===== config.mk =====
export PLATFORM = sky130hd
export DESIGN_NAME = led_arbiter_ctrl
export DESIGN_NICKNAME = d
export VERILOG_FILES = /design/src/rtl/led_arbiter_ctrl.sv
export SDC_FILE = /design/constraint.sdc
export NUM_CORES = 1
export LEC_CHECK = 0
export CAP_MARGIN = 20
export CORE_MARGIN = 10
export CORE_UTILIZATION = 44
export CTS_CLUSTER_DIAMETER = 40
export CTS_CLUSTER_SIZE = 40
export DETAILED_ROUTE_END_ITERATION = 10
export GPL_ROUTABILITY_DRIVEN = 0
export PLACE_DENSITY = 0.67
export SLEW_MARGIN = 20
export SYNTH_ARGS = -nofsm -noshare
export SYNTH_HDL_FRONTEND = slang
export SYNTH_SLANG_ARGS = --single-unit

===== constraint.sdc =====
create_clock -name clk_50M -period 2.5 [get_ports clk_50M]
set_input_delay 0.625 -clock clk_50M [delete_from_list [all_inputs] [get_ports clk_50M]]
set_output_delay 0.625 -clock clk_50M [all_outputs]
set_load 0.005 [all_outputs]

===== src/rtl/led_arbiter_ctrl.sv =====
// Purpose : priority arbiter and pattern sequencer for the 4-LED status bank.
// Latency : request/release to grant and led_out = 1 cycle; a pattern step shows the cycle after tick.
// Backpressure: none; each source holds its req for as long as it wants the LEDs.
//
// Ports:
//   clk_50M, rst_n        50 MHz clock, asynchronous active-low reset
//   req[2:0]              per-source request, req[2] has the highest priority
//   req_mode[5:0]         source i mode at [2i+1:2i]: 00 static, 01 blink, 10 rot left, 11 rot right
//   req_pat[11:0]         source i pattern at [4i+3:4i], 1 = LED lit
//   grant[2:0]            one-hot owner, 0 when idle
//   busy                  a grant is active
//   tick                  one-cycle step pulse, free running, shared with other blocks
//   led_out[3:0]          active-low LED drive
// Build option: define LED_ARB_PREEMPT_EN to let a higher-priority req take the LEDs on a
// tick once the current owner has held them for MIN_HOLD_TICKS ticks.
module led_arbiter_ctrl #(
    parameter logic [24:0] CNT_MAX_TICK   = 25'd24_999_999,
    parameter logic [3:0]  MIN_HOLD_TICKS = 4'd2
) (
    input  logic        clk_50M,
    input  logic        rst_n,
    input  logic [2:0]  req,
    input  logic [5:0]  req_mode,
    input  logic [11:0] req_pat,
    output logic [2:0]  grant,
    output logic        busy,
    output logic        tick,
    output logic [3:0]  led_out
);

`ifdef LED_ARB_PREEMPT_EN
    localparam bit PREEMPT_EN = 1'b1;
`else
    localparam bit PREEMPT_EN = 1'b0;
`endif

    typedef enum logic [0:0] {S_IDLE = 1'b0, S_RUN = 1'b1} state_t;

    state_t      state, state_nxt;
    logic [24:0] cnt;
    logic [1:0]  mode_q, mode_nxt;
    logic [3:0]  pat_q, pat_nxt;
    logic [3:0]  hold_cnt, hold_nxt;
    logic [2:0]  grant_nxt;
    logic [3:0]  led_nxt;

    logic [2:0]  win;
    logic [1:0]  win_mode;
    logic [3:0]  win_pat;
    logic        own_req;
    logic [2:0]  higher_mask;
    logic        preempt;
    logic        do_load;
    logic        do_step;

    // Free-running step tick, independent of the arbiter state.
    always_ff @(posedge clk_50M or negedge rst_n) begin
        if (!rst_n) begin
            cnt  <= '0;
            tick <= 1'b0;
        end else begin
            cnt  <= (cnt == CNT_MAX_TICK) ? '0 : cnt + 25'd1;
            tick <= (cnt == CNT_MAX_TICK);
        end
    end

    // Highest asserted request and its mode/pattern.
    always_comb begin
        win      = 3'b000;
        win_mode = 2'b00;
        win_pat  = 4'b0000;
        if (req[2]) begin
            win = 3'b100; win_mode = req_mode[5:4]; win_pat = req_pat[11:8];
        end else if (req[1]) begin
            win = 3'b010; win_mode = req_mode[3:2]; win_pat = req_pat[7:4];
        end else if (req[0]) begin
            win = 3'b001; win_mode = req_mode[1:0]; win_pat = req_pat[3:0];
        end
    end

    assign own_req = |(req & grant);
    // Bits strictly above the one-hot owner: 001 -> 110, 010 -> 100, 100 -> 000.
    assign higher_mask = ~(grant | (grant - 3'd1));
    assign preempt = PREEMPT_EN && (|(req & higher_mask)) && (hold_cnt >= MIN_HOLD_TICKS);

    // State register plus the registered datapath it controls.
    always_ff @(posedge clk_50M or negedge rst_n) begin
        if (!rst_n) begin
            state    <= S_IDLE;
            grant    <= 3'b000;
            mode_q   <= 2'b00;
            pat_q    <= 4'b0000;
            hold_cnt <= 4'd0;
            led_out  <= 4'b1111;
        end else begin
            state    <= state_nxt;
            grant    <= grant_nxt;
            mode_q   <= mode_nxt;
            pat_q    <= pat_nxt;
            hold_cnt <= hold_nxt;
            led_out  <= led_nxt;
        end
    end

    // Next state. A dropped request takes precedence over a coincident tick,
    // so a preemption and a drop in the same cycle collapse into one load.
    always_comb begin
        state_nxt = state;
        do_load   = 1'b0;
        do_step   = 1'b0;
        case (state)
            S_IDLE: begin
                if (|req) begin
                    state_nxt = S_RUN;
                    do_load   = 1'b1;
                end
            end
            S_RUN: begin
                if (!own_req) begin
                    if (|req) do_load   = 1'b1;
                    else      state_nxt = S_IDLE;
                end else if (tick) begin
                    if (preempt) do_load = 1'b1;
                    else         do_step = 1'b1;
                end
            end
            default: state_nxt = S_IDLE;
        endcase
    end

    // Output / datapath next values.
    always_comb begin
        grant_nxt = grant;
        mode_nxt  = mode_q;
        pat_nxt   = pat_q;
        hold_nxt  = hold_cnt;
        led_nxt   = led_out;
        if (state_nxt == S_IDLE) begin
            grant_nxt = 3'b000;
            hold_nxt  = 4'd0;
            led_nxt   = 4'b1111;
        end else if (do_load) begin
            grant_nxt = win;
            mode_nxt  = win_mode;
            pat_nxt   = win_pat;
            hold_nxt  = 4'd0;
            led_nxt   = ~win_pat;
        end else if (do_step) begin
            hold_nxt = (hold_cnt == 4'hF) ? hold_cnt : hold_cnt + 4'd1;
            case (mode_q)
                2'b00:   led_nxt = led_out;
                2'b01:   led_nxt = (led_out == ~pat_q) ? 4'b1111 : ~pat_q;
                2'b10:   led_nxt = {led_out[2:0], led_out[3]};
                default: led_nxt = {led_out[0], led_out[3:1]};
            endcase
        end
    end

    assign busy = (state == S_RUN);

endmodule


-- Yosys cells after proc, flatten, opt, wreduce, memory -nomap -nowiden
Cells that the tools add are included.
- reduce and logical (&&, ||, !) cells: 5
- $add $sub $neg: 1
- mux-type cells: 25
- bitwise logic cells: 4
- equality and inequality tests: 7
- operator list (kind ; count):
    2-to-1 mux 4 bit ; 7
    adder 25 x 1 -> 25 bit (second input constant) ; 1
    == test 25 bit (second input constant) ; 1
    2-to-1 mux 25 bit ; 1
    case mux 4 bit (3 select lines) ; 1
    2-to-1 mux 3 bit ; 3
    2-to-1 mux 2 bit ; 4
    inverter 4 bit ; 2
    2-to-1 mux 1 bit ; 7
    OR reduction 3 bit ; 2
    == test 4 bit ; 1
    case mux 1 bit (2 select lines) ; 2
    AND reduction 2 bit ; 2
    AND 3 bit ; 1
    inequality test 3 x 1 -> 1 bit (second input constant) ; 1
    inequality test 3 bit (second input constant) ; 1
    == test 2 x 1 -> 1 bit (second input constant) ; 1
    == test 2 bit (second input constant) ; 1
    zero test 2 bit ; 1
    inequality test 2 x 1 -> 1 bit (second input constant) ; 1
    inverter 1 bit ; 1
- register bits after elaboration: 40
- output and inout port bits: 9

-- Longest topological paths before layout
- depth in word-level cells: 7
- depth in mapped cells: 6

-- Least setup slack after synthesis
No wires, ideal clock.
- kind: register -> register
- from: register cnt[0]
- to: register cnt[22]
- slack: 0.527 ns
- arrival: 1.896 ns
- data required time: 2.423 ns
- stages on the path, launching flop included: 7
- library setup time: 0.077 ns
- path through: dfrtp_1 > ha_1 > inv_1 > or4_4 > buf_2 > or4_1 > a21oi_1
- longest elaborated chain between the ends: 2
- elaborated cells on any way between the ends: 3
- ends and longest elaborated chain (item ; RTL line ; RTL):
    from (decl) ; 40 ; logic [24:0] cnt;
    from (signal assigned) ; 62 ; cnt <= (cnt == CNT_MAX_TICK) ? '0 : cnt + 25'd1;
    adder 25 x 1 -> 25 bit or == test 25 bit (tied branches) ; 62 ;
    2-to-1 mux 25 bit (*) ; 62 ;
Every way passes the cells marked *; elsewhere a longest branch is shown, timed or not.
A chain may end at the register's enable or synchronous reset.

-- Worst setup path after layout
- from: register cnt[0]
- to: register cnt[24]
Same word-level chain as after synthesis.

==> impl_metrics.yaml <==
timing:
  max_freq_ghz: 0.475
  max_slew.worst_pin.slew_ps: 493
  maxSlewViolCount: 0
  fin_setup_tns_ps: 0
  final-setup-viol-count: 0
  fin_worst_skew_ps: 10.1
  finalHoldViolations: 0
  fin_crit_ps: 2110
  post_route_fraction_of_the_period_consumed_by_the_critical_path: 0.843
  final.setup.worst_slack_ps: 393
  slew-limit-headroom: 0.668
  grt_setup_unrepaired: "false"
die:
  design.core.area_um2: 4750
  initial_core_util: 0.456
  die_height_um: 90.2
  fp-row-count: 25
  top_level_ports: 32
  die_ar_um2: 8130
  die_x_um: 90.2
worst_setup_path:
  ff2ff_setup_slack_ps: 390
  critical_path.endpoint: "cnt[24]"
  r2r-end: "cnt[24]"
  timing.critical_path.slowest_cell_delay_ps: 630
  critical_path_cell_count: 5
  reg2regPathDepth: 5
  worstPathCellList: "ha_1 > inv_1 > or4_4 > or4_1 > a21oi_1"
  crit_path_top_delay_cell: "sky130_fd_sc_hd__or4_4"
  setup.worst_path.class: "register to register"
  cpLargestDelayFamily: "simple AND/OR/NAND/NOR gates"
  critPathRequiredTime_ps: 2730
  timing.critical_path.arrival_ps: 2330
  worst-path-max-fanout: 13
  timing.critical_path.buf_inv: 1
  startpoint_type: "register"
  worst_setup_path_startpoint: "cnt[0]"
  r2r_start: "cnt[0]"
  critPathCaptureType: "register"
yosys:
  synthTopCellsByCount: "sky130_fd_sc_hd__dfrtp_1, sky130_fd_sc_hd__nor2_1, sky130_fd_sc_hd__inv_1"
  netlist_area_um2: 2170
  synth_cell_type_count: 39
  syn-instance-count: 222
  portion_of_the_post_synthesis_area_used_by_sequential_elements: 0.464
  synthDominantAreaCellType: "sky130_fd_sc_hd__dfrtp_1"
  synth_top_cells_by_area: "sky130_fd_sc_hd__dfrtp_1, sky130_fd_sc_hd__dfstp_2, sky130_fd_sc_hd__xor2_1, sky130_fd_sc_hd__xnor2_1, sky130_fd_sc_hd__a21o_1"
  synth.yosys.warnings: 0
  yosysMostFrequentCell: "sky130_fd_sc_hd__dfrtp_1"
  async_reset_ff_frac: 1.00
  synth.net_count: 249
  ys_dominant_reg_cell: "sky130_fd_sc_hd__dfrtp_1"
  count_of_flip_flops_with_a_built_in_enable_after_synthesis: 0
  synth_seq_cells: 40
  synth_largest_type_area_fraction: 0.416
  postSynthAreaPerCell_um2: 9.76
clock_tree:
  postCtsSetupRepairBufs: 0
  cts-hold-fix-buffers: 0
  post_cts_resized: 0
  root_buffer: "sky130_fd_sc_hd__clkbuf_8"
  cts_sinks: 40
  cts.reportedPaths.clkPinSlew_ps: 90
  cts_buf_count: 5
  clock_latency_ps: 290
  cts.htree.levels: 2
  clock_tree_from_tritoncts: "done"
  clock_path_buffers: 2
pwr:
  swShare: 0.299
  p_clk_frac: 0.252
  p_leak_nw: 1.11
  power.share.sequential: 0.468
  power.internal_mw: 1.20
  vdd_drop_max_uv: 293
  combinational_cell_fraction_of_total_power: 0.279
  power_density_nw_per_um2: 635
  power_switching_mw: 0.509
run_status:
  status: "completed"
cells_and_area:
  fillerInstances: 437
  finish.net_count: 289
  ant_diodes: 0
  syn2layout_area_growth_pct: 24.0
  drive_gt1_frac: 0.122
drt:
  detail_route.wl_per_cell_um: 14.6
  routed-via-count: 1780
  routed_via_density: 5.39
  routed_wirelength_um: 4820
  dr.first_iter.drc_count: 44
  drt-pass1-iter-count: 4
  final_ant_viol_nets: 0
  drt_drc_violations_left: 0
place:
  post-dp-hpwl_um: 3760
  port_buffers: 31
  dp_slack_ps: 133
global_routing:
  grt_max_degree: 19
  globalRoute.totalOverflow: 0
  grt_first_pass_wirelength_um: 8410
  antenna_found_initial: 0
  groute.usage.overall: 0.123
  grt_pass1_vias: 1773
run:
  drv_cap: 0
worst_hold_path:
  worst_hold_path_type: "input pin to async pin"
-- cells in the final DEF, fill, tap and decap left out, types with 8 or more instances in the layout --
master,synthesis,final
sky130_fd_sc_hd__nor2b_1,8,8
sky130_fd_sc_hd__nor2_1,16,16
sky130_fd_sc_hd__nand3_1,10,10
sky130_fd_sc_hd__a21oi_1,9,9
sky130_fd_sc_hd__xnor2_1,8,8
sky130_fd_sc_hd__o31ai_1,8,8
sky130_fd_sc_hd__xor2_1,9,9
sky130_fd_sc_hd__clkdlybuf4s50_1,0,30
sky130_fd_sc_hd__buf_4,0,9
sky130_fd_sc_hd__nand2_1,14,14
sky130_fd_sc_hd__a21o_1,8,8
sky130_fd_sc_hd__dfrtp_1,36,36
sky130_fd_sc_hd__inv_1,15,15
-- routing by layer --
layer / wire length, um / vias to the layer above / track usage
li1: - / 895 / -
met2: 2430 / 15 / 0.213
met5: 0 / - / 0
met4: 53 / 0 / 0.0358
met1: 2200 / 865 / 0.146
met3: 137 / 5 / 0.0308
-- flip-flops by register name, indices dropped and copies added (netlist names) --
signal	count
tick	1
busy	1
pat_q	4
mode_q	2
grant	3
cnt	25
led_out	4
-- cell families (layout without fill, tap and decap cells) --
family | after synthesis | in the layout | synth area share
adders and majority gates | 4 | 4 | 0.0231
muxes | 1 | 1 | 0.00520
AOI/OAI and AO/OA | 53 | 53 | 0.174
xor gates and xnor gates | 17 | 17 | 0.0687
buffers and inverters | 22 | 63 | 0.0399
and+or+nand+nor | 85 | 85 | 0.224
DFF | 40 | 40 | 0.464
-- final cells by class --
type                            count  area (um^2)  share of cell area
Clock inverter                      3         23.8             0.00885
Inverter                           15         56.3              0.0210
Clock buffer                        5         68.8              0.0256
Multi-Input combinational cell    160         1070               0.400
Tap cell                           67         83.8              0.0312
Timing Repair Buffer               40          373               0.139
Sequential cell                    40         1010               0.375
-- worst min path at each step --
stage            start        to
2_1_floorplan    rst_n      busy
3_3_place_gp   cnt[23]   cnt[23]
3_5_place_dp   cnt[23]   cnt[23]
4_1_cts          rst_n  pat_q[2]
5_1_grt          rst_n   cnt[19]
6_report         rst_n  pat_q[2]
-- power groups by stage --
stage | Clock (mW) | Sequential (mW) | Combinational (mW)
after floorplan | 0 | 0.795 | 0.287
after global placement | 0 | 0.811 | 0.473
after detailed placement | 0 | 0.812 | 0.478
after CTS | 0.447 | 0.799 | 0.480
after global routing | 0.480 | 0.811 | 0.529
final | 0.430 | 0.798 | 0.476
-- per-stage QoR --
step	cells	utilization	instance area (um^2)	power, mW	hold WS, ps
floorplan	222	-	2170	1.08	329
global placement	322	0.545	2590	1.28	481
detailed placement	322	0.545	2590	1.29	483
CTS	330	0.565	2690	1.73	265
global route	330	0.565	2690	1.82	284
finish	330	0.565	2690	1.70	259
Note: power is estimated with default switching activity, not from simulation.
